### src/rtl/wb_mem_arbiter.sv
// Wishbone arbiter feeding one SDRAM port from a buffered ioctl loader and
// up to four core masters (round-robin, burst hold on incrementing CTI).
module wb_mem_arbiter #(
  parameter int NUM_MASTERS = 2,
  parameter int AW          = 26,
  parameter int DW          = 32,
  parameter int FIFO_DEPTH  = 4
) (
  input  logic                            clk_sys,
  input  logic                            reset_n,
  input  logic                            ioctl_download,
  input  logic                            ioctl_wr,
  input  logic [AW-1:0]                   ioctl_addr,
  input  logic [DW-1:0]                   ioctl_dout,
  input  logic [DW/8-1:0]                 ioctl_sel,
  output logic                            ioctl_wait,
  output logic                            loader_ovf,
  output logic                            download_done,
  input  logic [NUM_MASTERS-1:0]          m_stb,
  input  logic [NUM_MASTERS-1:0]          m_we,
  input  logic [NUM_MASTERS*(DW/8)-1:0]   m_sel,
  input  logic [NUM_MASTERS*AW-1:0]       m_adr,
  input  logic [NUM_MASTERS*DW-1:0]       m_dat_o,
  input  logic [NUM_MASTERS*3-1:0]        m_cti,
  output logic [NUM_MASTERS-1:0]          m_ack,
  output logic [DW-1:0]                   m_dat_i,
  output logic                            s_stb,
  output logic                            s_cyc,
  output logic                            s_we,
  output logic [DW/8-1:0]                 s_sel,
  output logic [AW-1:0]                   s_adr,
  output logic [DW-1:0]                   s_dat_o,
  output logic [2:0]                      s_cti,
  input  logic                            s_ack,
  input  logic [DW-1:0]                   s_dat_i
);

  localparam int SW = DW / 8;
  localparam int PW = (FIFO_DEPTH > 1) ? $clog2(FIFO_DEPTH) : 1;
  localparam int CW = PW + 1;
  localparam int GW = (NUM_MASTERS > 1) ? $clog2(NUM_MASTERS) : 1;
  localparam logic [2:0] CTI_INCR = 3'b010;

  typedef enum logic [1:0] {ST_IDLE, ST_LOADER, ST_MASTER} state_t;

  state_t          state_reg, state_next;
  logic [GW-1:0]   grant_reg, grant_next;

  logic [AW-1:0]   fifo_adr_mem [FIFO_DEPTH];
  logic [DW-1:0]   fifo_dat_mem [FIFO_DEPTH];
  logic [SW-1:0]   fifo_sel_mem [FIFO_DEPTH];
  logic [PW-1:0]   wr_ptr_reg, rd_ptr_reg;
  logic [CW-1:0]   count_reg, count_next;
  logic            ioctl_wait_reg, ovf_reg, dl_flag_reg;
  logic            fifo_empty, fifo_full, push, pop;

  logic [AW-1:0]   mst_adr [NUM_MASTERS];
  logic [DW-1:0]   mst_dat [NUM_MASTERS];
  logic [SW-1:0]   mst_sel [NUM_MASTERS];
  logic [2:0]      mst_cti [NUM_MASTERS];

  logic            rr_found;
  logic [GW-1:0]   rr_pick;
  logic [AW-1:0]   adr_mux;

  genvar gi;
  generate
    for (gi = 0; gi < NUM_MASTERS; gi++) begin : g_slice
      assign mst_adr[gi] = m_adr[gi*AW +: AW];
      assign mst_dat[gi] = m_dat_o[gi*DW +: DW];
      assign mst_sel[gi] = m_sel[gi*SW +: SW];
      assign mst_cti[gi] = m_cti[gi*3 +: 3];
      assign m_ack[gi]   = (state_reg == ST_MASTER) && (grant_reg == GW'(gi)) && s_ack;
    end
  endgenerate

  // ---------------- loader FIFO ----------------
  assign fifo_empty = (count_reg == '0);
  assign fifo_full  = (count_reg == CW'(FIFO_DEPTH));
  assign push       = ioctl_wr && !fifo_full;
  assign pop        = (state_reg == ST_LOADER) && s_ack;

  always_comb begin
    count_next = count_reg;
    if (push && !pop) begin
      count_next = count_reg + CW'(1);
    end else if (!push && pop) begin
      count_next = count_reg - CW'(1);
    end
  end

  always_ff @(posedge clk_sys) begin
    if (push) begin
      fifo_adr_mem[wr_ptr_reg] <= ioctl_addr;
      fifo_dat_mem[wr_ptr_reg] <= ioctl_dout;
      fifo_sel_mem[wr_ptr_reg] <= ioctl_sel;
    end
  end

  always_ff @(posedge clk_sys or negedge reset_n) begin
    if (!reset_n) begin
      wr_ptr_reg     <= '0;
      rd_ptr_reg     <= '0;
      count_reg      <= '0;
      ioctl_wait_reg <= 1'b0;
      ovf_reg        <= 1'b0;
      dl_flag_reg    <= 1'b0;
    end else begin
      if (push) wr_ptr_reg <= wr_ptr_reg + PW'(1);
      if (pop)  rd_ptr_reg <= rd_ptr_reg + PW'(1);
      count_reg <= count_next;
      // Asserted one entry early so a write already in flight still fits.
      ioctl_wait_reg <= (count_next >= CW'(FIFO_DEPTH - 1));
      if (ioctl_wr && fifo_full) ovf_reg <= 1'b1;
      if (ioctl_download) begin
        dl_flag_reg <= 1'b1;
      end else if (download_done) begin
        dl_flag_reg <= 1'b0;
      end
    end
  end

  assign ioctl_wait    = ioctl_wait_reg;
  assign loader_ovf    = ovf_reg;
  assign download_done = dl_flag_reg && !ioctl_download && fifo_empty && (state_reg == ST_IDLE);

  // ---------------- round-robin pick ----------------
  always_comb begin
    int idx;
    rr_found = 1'b0;
    rr_pick  = grant_reg;
    idx      = 0;
    for (int k = 1; k <= NUM_MASTERS; k++) begin
      idx = (int'(grant_reg) + k) % NUM_MASTERS;
      if (!rr_found && m_stb[GW'(idx)]) begin
        rr_found = 1'b1;
        rr_pick  = GW'(idx);
      end
    end
  end

  // ---------------- FSM ----------------
  always_ff @(posedge clk_sys or negedge reset_n) begin
    if (!reset_n) begin
      state_reg <= ST_IDLE;
      grant_reg <= GW'(NUM_MASTERS - 1);
    end else begin
      state_reg <= state_next;
      grant_reg <= grant_next;
    end
  end

  always_comb begin
    state_next = state_reg;
    grant_next = grant_reg;
    case (state_reg)
      ST_IDLE: begin
        if (!fifo_empty) begin
          state_next = ST_LOADER;
        end else if (!ioctl_download && rr_found) begin
          state_next = ST_MASTER;
          grant_next = rr_pick;
        end
      end
      ST_LOADER: begin
        if (s_ack && (count_reg <= CW'(1))) state_next = ST_IDLE;
      end
      ST_MASTER: begin
        if (!m_stb[grant_reg]) begin
          state_next = ST_IDLE;
        end else if (s_ack && (mst_cti[grant_reg] != CTI_INCR)) begin
          state_next = ST_IDLE;
        end
      end
      default: state_next = ST_IDLE;
    endcase
  end

  // ---------------- slave port mux ----------------
  always_comb begin
    s_stb   = 1'b0;
    s_cyc   = 1'b0;
    s_we    = 1'b0;
    s_sel   = '0;
    adr_mux = '0;
    s_dat_o = '0;
    s_cti   = 3'b000;
    case (state_reg)
      ST_LOADER: begin
        s_stb   = 1'b1;
        s_cyc   = 1'b1;
        s_we    = 1'b1;
        s_sel   = fifo_sel_mem[rd_ptr_reg];
        adr_mux = fifo_adr_mem[rd_ptr_reg];
        s_dat_o = fifo_dat_mem[rd_ptr_reg];
      end
      ST_MASTER: begin
        s_stb   = 1'b1;
        s_cyc   = 1'b1;
        s_we    = m_we[grant_reg];
        s_sel   = mst_sel[grant_reg];
        adr_mux = mst_adr[grant_reg];
        s_dat_o = mst_dat[grant_reg];
        s_cti   = mst_cti[grant_reg];
      end
      default: ;
    endcase
  end

  // Addresses are always word-aligned on the SDRAM side.
  assign s_adr   = adr_mux & ~AW'(SW - 1);
  assign m_dat_i = s_dat_i;

endmodule

### config.mk
export PLATFORM = sky130hd
export DESIGN_NAME = wb_mem_arbiter
export DESIGN_NICKNAME = d
export VERILOG_FILES = /design/src/rtl/wb_mem_arbiter.sv
export SDC_FILE = /design/constraint.sdc
export NUM_CORES = 1
export LEC_CHECK = 0
export BUFFER_PORTS_ARGS = -buffer_cell sky130_fd_sc_hd__buf_2
export CORE_MARGIN = 5
export CORE_UTILIZATION = 55
export CTS_BUF_LIST = sky130_fd_sc_hd__clkbuf_8
export DETAILED_ROUTE_END_ITERATION = 10
export GPL_TIMING_DRIVEN = 0
export HOLD_SLACK_MARGIN = 0.08
export PLACE_DENSITY = 0.84
export SETUP_SLACK_MARGIN = 0.3
export SYNTH_ARGS = -nofsm -noshare
export SYNTH_HDL_FRONTEND = slang
export SYNTH_SLANG_ARGS = --single-unit
### constraint.sdc
create_clock -name clk_sys -period 4.3 [get_ports clk_sys]
set_input_delay 0.86 -clock clk_sys [delete_from_list [all_inputs] [get_ports clk_sys]]
set_output_delay 0.86 -clock clk_sys [all_outputs]
set_load 0.01 [all_outputs]
After elaboration in Yosys (flattened, before gate mapping)
Memories as Yosys holds them, arrays and structs flattened.
Cells that the tools add are included.
Storage, ports and cells
  bits in registers: 13
  output and inout port bits: 105
  logic and storage cells: 102
  memories: 3
  input bits: 233
  memory bits (writable): 248
Cells by class
  bitwise logic cells: 2
  equal/unequal tests: 7
  reductions and logical operators: 28
  add/sub/neg operators: 6
  muxes and demuxes: 42
  order comparisons: 6
Memory list
  fifo_dat_mem: words 4, width 32, rd ports 1, clocked after Yosys merged registers in 0, wr ports 1, line 50  | logic [DW-1:0] fifo_dat_mem [FIFO_DEPTH];
  fifo_adr_mem: words 4, width 26, rd ports 1, clocked after Yosys merged registers in 0, wr ports 1, line 49  | logic [AW-1:0] fifo_adr_mem [FIFO_DEPTH];
  fifo_sel_mem: words 4, width 4, rd ports 1, clocked after Yosys merged registers in 0, wr ports 1, line 51  | logic [SW-1:0] fifo_sel_mem [FIFO_DEPTH];
Operators with widths (count)
  2-to-1 mux 32 bit: 3
  2-to-1 mux 26 bit: 3
  one-hot mux 32 bit (2 select lines): 1
  one-hot mux 26 bit (2 select lines): 1
  2-to-1 mux 3 bit: 6
  2-to-1 mux 1 bit: 17
  logical AND 1 bit: 16
  2-to-1 mux 4 bit: 3
  2-to-1 mux 2 bit: 5
  inequality test 3 x 2 -> 1 bit (second input constant): 3
  one-hot mux 4 bit (2 select lines): 1
  < comparator 1 x 3 -> 1 bit (second input constant): 2
  one-hot mux 2 bit (3 select lines): 1
  zero test 1 bit: 5
  adder 2 x 1 -> 2 bit (second input constant): 2
  AND reduction 4 bit: 1
  nonzero test 2 bit: 2
  adder 3 x 1 -> 3 bit (second input constant): 1
  equality test 3 bit (second input constant): 1
  greater-or-equal comparator 3 x 2 -> 1 bit (second input constant): 1
  less-or-equal comparator 3 x 1 -> 1 bit (second input constant): 1
  zero test 3 bit: 1
  AND reduction 3 bit: 1
  subtractor 3 x 1 -> 3 bit (second input constant): 1
  other kinds (11): 12

Depth between registers and ports, before layout
Gate-level depths: netlist of run 1.
  word-level depth: 12
  mapped depth: 7
  mapped depth without buffers: 6

Least setup slack after synthesis of run 1
No wires, ideal clock.
  path type: input to register
  start point: input port ioctl_wr
  end point: memory fifo_adr_mem[0][10] (enable)
  arrival time: 2.690 ns
  library setup time: 0.424 ns
  slack: 1.185 ns
  data required time: 3.876 ns
  stages on the path: 3
  cells stage by stage: a21boi_1 buf_2 and2_1
Between the ends
  cells in the longest elaborated chain, start to end: 3
Ends and longest elaborated chain
  start, declared: line 12  | input logic ioctl_wr,
  logical AND 1 bit: line 80  | assign push = ioctl_wr && !fifo_full;
  2-to-1 mux 1 bit: line 93  | if (push) begin
  2-to-1 mux 1 bit (implied by the code): line 94  | fifo_adr_mem[wr_ptr_reg] <= ioctl_addr;
  end, declared: line 49
Every way passes these cells.

Worst setup path after layout of run 1
  start point: register state_reg[1]
  end point: output port s_adr[14]
Between the ends
  cells in the longest elaborated chain, start to end: 2
Ends and longest elaborated chain
  start, declared: line 46  | state_t state_reg, state_next;
  start signal, assigned: line 148  | state_reg <= state_next;
  equality test 2 bit / equality test 2 x 1 -> 1 bit (equally long branches): line 188  | case (state_reg)
  one-hot mux 26 bit (2 select lines) *: line 188
  end, declared: line 31  | output logic [AW-1:0] s_adr,
Every way passes the cells marked *; elsewhere a longest branch is shown, timed or not.

==> flow_summary.ini, run 1 <==
[drt]
dr.pass1.iters = 5
vias = 7174
wl_um = 27310
drt-vias-per-instance = 5.557
wl_per_cell_um = 21.15
drt.antenna.violating_nets = 0
drc = 0
drtIter0Drc = 403

[synth]
syn_area_per_cell_um2 = 17.57
synth_cells = 653
synth_edf_count = 240
syn_area_mm2 = 0.01147
async_flop_share = 0.05138
synthFlopType = edfxtp_1
synth_cell_types = 40
ys_ff_latch = 253
ys_seq_area_frac = 0.6567
yosys_warnings = 0

[worst_setup_path]
critPathArrivalTime_ns = 2.80
reg2reg_depth = 5
worstPathMaxFanout = 10
crit_required_ns = 3.44
cp_common_cell = clkbuf_1
cp-start-kind = flip-flop
crit_slowest_cell = clkbuf_1
cp_cell_sequence = inv_1, ha_1, clkbuf_1, clkbuf_1, a22oi_1, nor2b_1, buf_2
cp-startpoint = state_reg[1]$_DFFE_PN0P_
rrSetupSlack_ns = 1.76
end_kind = output pin
rr_endpoint = fifo_dat_mem[2][27]$_DFFE_PP_
critPathMaxStageDelay_ns = 0.57
criticalPathCategory = reg2out
endpoint = s_adr[14]
r2r-start = count_reg[1]$_DFF_PN0_

[place]
dp_cells = 1224
pre_cts_slack_ns = 1.039
hpwl_um = 19150
gp_congestion = 0.7693
port_buffers = 297

[power]
peakVddDrop_mv = 0.3614
p_per_area_mw_per_mm2 = 659.9
total_leakage_power_nw = 5.439

[sta]
fin_ws_ns = 0.6361
setup_violations = 0
worst_slew_pin_slew_ns = 0.9218
rsz0062_at_grt = no
period_needed_ns = 3.664
slew_headroom = 0.3855
fmax_mhz = 272.9
finClkSkew_ns = 0.02246
finalHoldViolations = 0
fin_worst_hold_slack_ns = 0.2118
period_share = 0.8521
slew_viol_final = 0
fin_tns_setup_ns = 0

[global_route]
track_usage = 0.2236
grt_pass1_wl_um = 41370
grt_max_degree = 61
antenna_found_initial = 1
grt_pass1_vias = 7641
grt_remaining_overflow = 0

[worst_hold_path]
hold_class = in2async

[floorplanning]
dieArea_mm2 = 0.02385
die_w_um = 154.4
rows = 52
die_h_um = 154.4
fp.coreArea_mm2 = 0.02036
io_pins = 338
initial_core_util = 0.5633

[clock_tree]
cts_tree = yes
cts_root_buf = clkbuf_8
cts.sinks = 253
path_clk_slew_ns = 0.07
clock_path_buffers = 3
cts_hold_buf = 0
htree_num_levels = 2
cts_buffers = 40
clk_latency_ns = 0.53

[run]
drv_cap = 0

[run_status]
outcome = complete, no violations

[finish]
syn2layout_area_growth_pct = 22.88
max_flop_register = fifo_dat_mem
drive_gt1_frac = 0.5225
layout.nets = 1240
final_cells = 1291
largest_registers = fifo_dat_mem (128), fifo_adr_mem (96), fifo_sel_mem (16)
largest_register_ffs = 128
cell usage in the layout (no fill, tap or decap), types with 3 or more instances in the layout:
master    instances
and2_4            4
clkinv_1          4
mux2_2           60
dfrtp_1          12
a21oi_1           3
clkbuf_8         44
buf_4            35
buf_6             8
buf_2           311
a22oi_1          60
edfxtp_1        240
mux2i_1           6
and3_1            3
mux4_2           60
clkbuf_1         20
ha_1             11
nand2_1           9
inv_1            23
nor2b_1          65
buf_12            3
xnor2_1           5
kinds of logic after synthesis:
kind of cell | synth area share
compound gates | 0.04886
xor+xnor | 0.004581
fa+ha+maj | 0.01200
buf+inv | 0.04668
flops | 0.6567
mux | 0.1829
other cells | 0.0003269
simple gates | 0.04799
power by group:
part	leakage, nW	total, mW	switching [mW]	internal, mW
Combinational	2.68	4.06	2.17	1.89
Sequential	2.35	3.39	0.134	3.26
Clock	0.416	1.85	0.862	0.990
Total	5.44	9.30	3.16	6.14
metal layers:
layer  GRT usage  wire (um)
met3     0.05197       2221
met5           0         12
met2      0.3862      13950
met4     0.07864        735
met1      0.2790      10390
layout make-up:
class,count,area [um^2]
tap,270,337.8
inverter,9,33.78
buffer,78,503.0
clock inverter,22,117.6
sequential,253,7533
fill,1377,6267
timing repair buffer,300,1546
clock buffer,44,605.6
antenna,1,2.502
multi-input combinational,314,3417
cell usage after synthesis, types with 2 or more instances:
| cell type | instances | area, um^2 |
|---|---|---|
| a21boi_0 | 2 | 15.01 |
| a21oi_1 | 3 | 15.01 |
| a22oi_1 | 60 | 450.4 |
| and2_1 | 5 | 31.28 |
| and3_1 | 3 | 18.77 |
| buf_2 | 14 | 70.07 |
| buf_4 | 35 | 262.8 |
| buf_6 | 8 | 90.09 |
| clkbuf_1 | 21 | 78.83 |
| dfrtp_1 | 12 | 300.3 |
| edfxtp_1 | 240 | 7207 |
| ha_1 | 11 | 137.6 |
| inv_1 | 9 | 33.78 |
| mux2_2 | 60 | 675.7 |
| mux2i_1 | 6 | 60.06 |
| mux4_2 | 60 | 1351 |
| nand2_1 | 9 | 33.78 |
| nand3_1 | 2 | 10.01 |
| nor2_1 | 2 | 7.510 |
| nor2b_1 | 65 | 406.6 |
| o21ai_0 | 2 | 10.01 |
| o21ai_1 | 2 | 10.01 |
| xnor2_1 | 5 | 43.79 |
critical path, delay by kind of cell, from the launching register on:
kind	cells	cell delay [ns]
AO/OA/AOI/OAI	1	0.18
buffers and inverters	4	1.35
flip-flops	1	0.38
AND/OR/NAND/NOR	1	0.18
adder cells (fa/ha/maj)	1	0.19
worst min-delay path by stage:
stage                       startpoint                      end  slack, ns  cells past startpoint
6_report                       reset_n     ioctl_wait$_DFF_PN0_       0.21                      1
5_1_grt                        reset_n     ioctl_wait$_DFF_PN0_       0.21                      1
4_1_cts                        reset_n     ioctl_wait$_DFF_PN0_       0.19                      1
3_5_place_dp    loader_ovf$_DFFE_PN0P_   loader_ovf$_DFFE_PN0P_       0.47                      1
3_3_place_gp    loader_ovf$_DFFE_PN0P_   loader_ovf$_DFFE_PN0P_       0.45                      1
2_1_floorplan  dl_flag_reg$_DFFE_PN0P_  dl_flag_reg$_DFFE_PN0P_       0.44                      2
what timing repair did:
item / in CTS / in global routing
setup endpoints to repair: 0 / 1
buffers inserted: 0 / 0
resized for setup: 0 / 3
through the flow:
step / instance area [um^2] / utilization / power, mW
2_1_floorplan: 11480 / - / 6.208
3_3_place_gp: 13300 / 0.6531 / 7.440
3_5_place_dp: 13370 / 0.6566 / 7.527
4_1_cts: 14090 / 0.6921 / 9.388
5_1_grt: 14090 / 0.6921 / 9.815
6_report: 14100 / 0.6922 / 9.303
No activity file was read; power rests on OpenSTA's default activity.
==> inputs of run 2 (changes only) <==
Settings changed: CTS_BUF_LIST sky130_fd_sc_hd__clkbuf_8 to sky130_fd_sc_hd__clkbuf_4.
==> run 2 against run 1 <==
Clock skew up 0.023 ns. Total power up 2.6%. Final cell count up 3.1%. Clock-buffer cell count up 44. Final area up 0.91%. Critical path type unchanged. Highest routed layer unchanged.
==> flow_summary.ini, run 2 (synthesis results as in run 1) <==
[sta]
finClkSkew_ns = 0.04586
setup_violations = 0
period_needed_ns = 3.698
finalHoldViolations = 0
rsz0062_at_grt = no
period_share = 0.8600
slew_viol_final = 0
fmax_mhz = 270.4
slew_headroom = 0.3899
worst_slew_pin_slew_ns = 0.9152

[worst_setup_path]
critPathMaxStageDelay_ns = 0.54
crit_required_ns = 3.44
cp-start-kind = flip-flop
critPathArrivalTime_ns = 2.84
cp-startpoint = state_reg[1]$_DFFE_PN0P_
rr_endpoint = fifo_sel_mem[2][3]$_DFFE_PP_
cp_cell_sequence = inv_1, ha_1, clkbuf_1, clkbuf_1, a22oi_1, nor2b_1, buf_2
path_delay_family = buffers and inverters
r2r-start = count_reg[0]$_DFF_PN0_
worstPathMaxFanout = 10
rrSetupSlack_ns = 1.75
crit_slowest_cell = clkbuf_1
worst-path-buf-inv = 4
end_kind = output pin
cp_common_cell = clkbuf_1
criticalPathCategory = reg2out
reg2reg_depth = 5

[global_route]
grt_remaining_overflow = 0
grt_pass1_vias = 7899
track_usage = 0.2276
grt_pass1_wl_um = 41940
antenna_found_initial = 2
grt_max_degree = 61

[power]
total_leakage_power_nw = 5.518
peakVddDrop_mv = 0.4055
p_total_mw = 9.544
p_per_area_mw_per_mm2 = 670.9

[drt]
dr.pass1.iters = 5
drc = 0
drt-vias-per-instance = 5.513
wl_um = 27620
drt.antenna.violating_nets = 0
drtIter0Drc = 403
vias = 7338
wl_per_cell_um = 20.75

[worst_hold_path]
hold_class = in2reg
min_to = fifo_adr_mem[0][22]$_DFFE_PP_
holdPathStages = 1
hold_start = ioctl_addr[22]

[finish]
drive_gt1_frac = 0.5491
layout.nets = 1267
largest_register_ffs = 128
largest_registers = fifo_dat_mem (128), fifo_adr_mem (96), fifo_sel_mem (16)
max_flop_register = fifo_dat_mem
fillers = 1400
utilization = 0.6985
syn2layout_area_growth_pct = 23.99
final_common_cell = buf_2
final_cell_mix = buf_2 (311), edfxtp_1 (240), clkbuf_4 (88), nor2b_1 (65)
final_cells = 1331

[clock_tree]
cts_buffers = 66
cts_tree = yes
clk_latency_ns = 0.64
path_clk_slew_ns = 0.07
postCtsSetupRepairBufs = 0
htree_num_levels = 3
cts_root_buf = clkbuf_4
clock_path_buffers = 3
cts.sinks = 253

[floorplanning]
io_pins = 338
die_h_um = 154.4
fp.coreArea_mm2 = 0.02036
die_w_um = 154.4
initial_core_util = 0.5633
rows = 52
dieArea_mm2 = 0.02385

[place]
hpwl_um = 19150
gp_congestion = 0.7693
dp_cells = 1224
port_buffers = 297

[run_status]
outcome = complete, no violations

[run]
drv_cap = 0
-- run 2: per-stage QoR --
| stage | area [um^2] | hold WS, ns | setup slack (ns) | TNS [ns] |
|---|---|---|---|---|
| finish | 14220 | 0.4440 | 0.6018 | 0 |
| global route | 14220 | 0.3821 | 0.3785 | 0 |
| CTS | 14220 | 0.3625 | 0.3536 | 0 |
| detailed placement | 13370 | 0.4656 | 1.039 | 0 |
| global placement | 13300 | 0.4504 | -0.04223 | -2.376 |
| floorplan | 11480 | 0.4377 | 1.185 | 0 |
-- run 2: worst max-delay path by stage --
stage	end	depth (start not counted)
4_1_cts	s_adr[14]	7
5_1_grt	s_adr[14]	7
6_report	s_adr[14]	7
3_3_place_gp	fifo_sel_mem[1][0]$_DFFE_PP_	4
2_1_floorplan	fifo_adr_mem[0][10]$_DFFE_PP_	3
3_5_place_dp	s_adr[14]	7
-- run 2: worst reg2reg max path, stage by stage, from the launching register on --
cell and delay (ns):
dfrtp_1 0.45, inv_1 0.12, ha_1 0.27, a21boi_1 0.22, buf_2 0.27, and2_4 0.78
-- run 2: power by group --
group	switching [mW]	leakage (nW)	internal (mW)	total [mW]
Sequential	0.135	2.35	3.26	3.39
Clock	0.909	0.490	1.19	2.10
Combinational	2.16	2.68	1.89	4.05
Total	3.21	5.52	6.34	9.54
-- run 2: metal layers --
layer / routed length, um / track usage
met1: 10430 / 0.2801
met2: 14230 / 0.3902
met3: 2224 / 0.05588
met4: 730 / 0.08999
met5: 12 / 0
-- run 2: what timing repair did --
item                       in CTS  in global routing
hold endpoints to repair        4                  0
hold buffers                    1                  0
setup endpoints to repair       0                 21
resized for setup               0                  3
-- run 2: final cells by class --
cell class	count	area, um^2	share of cell area
tap	270	337.8	0.02375
timing repair buffer	301	1556	0.1094
multi-input combinational	314	3417	0.2402
clock buffer	88	660.6	0.04644
antenna	1	2.502	0.0001759
inverter	9	33.78	0.002375
sequential	253	7533	0.5296
clock inverter	17	180.2	0.01267
buffer	78	503.0	0.03536
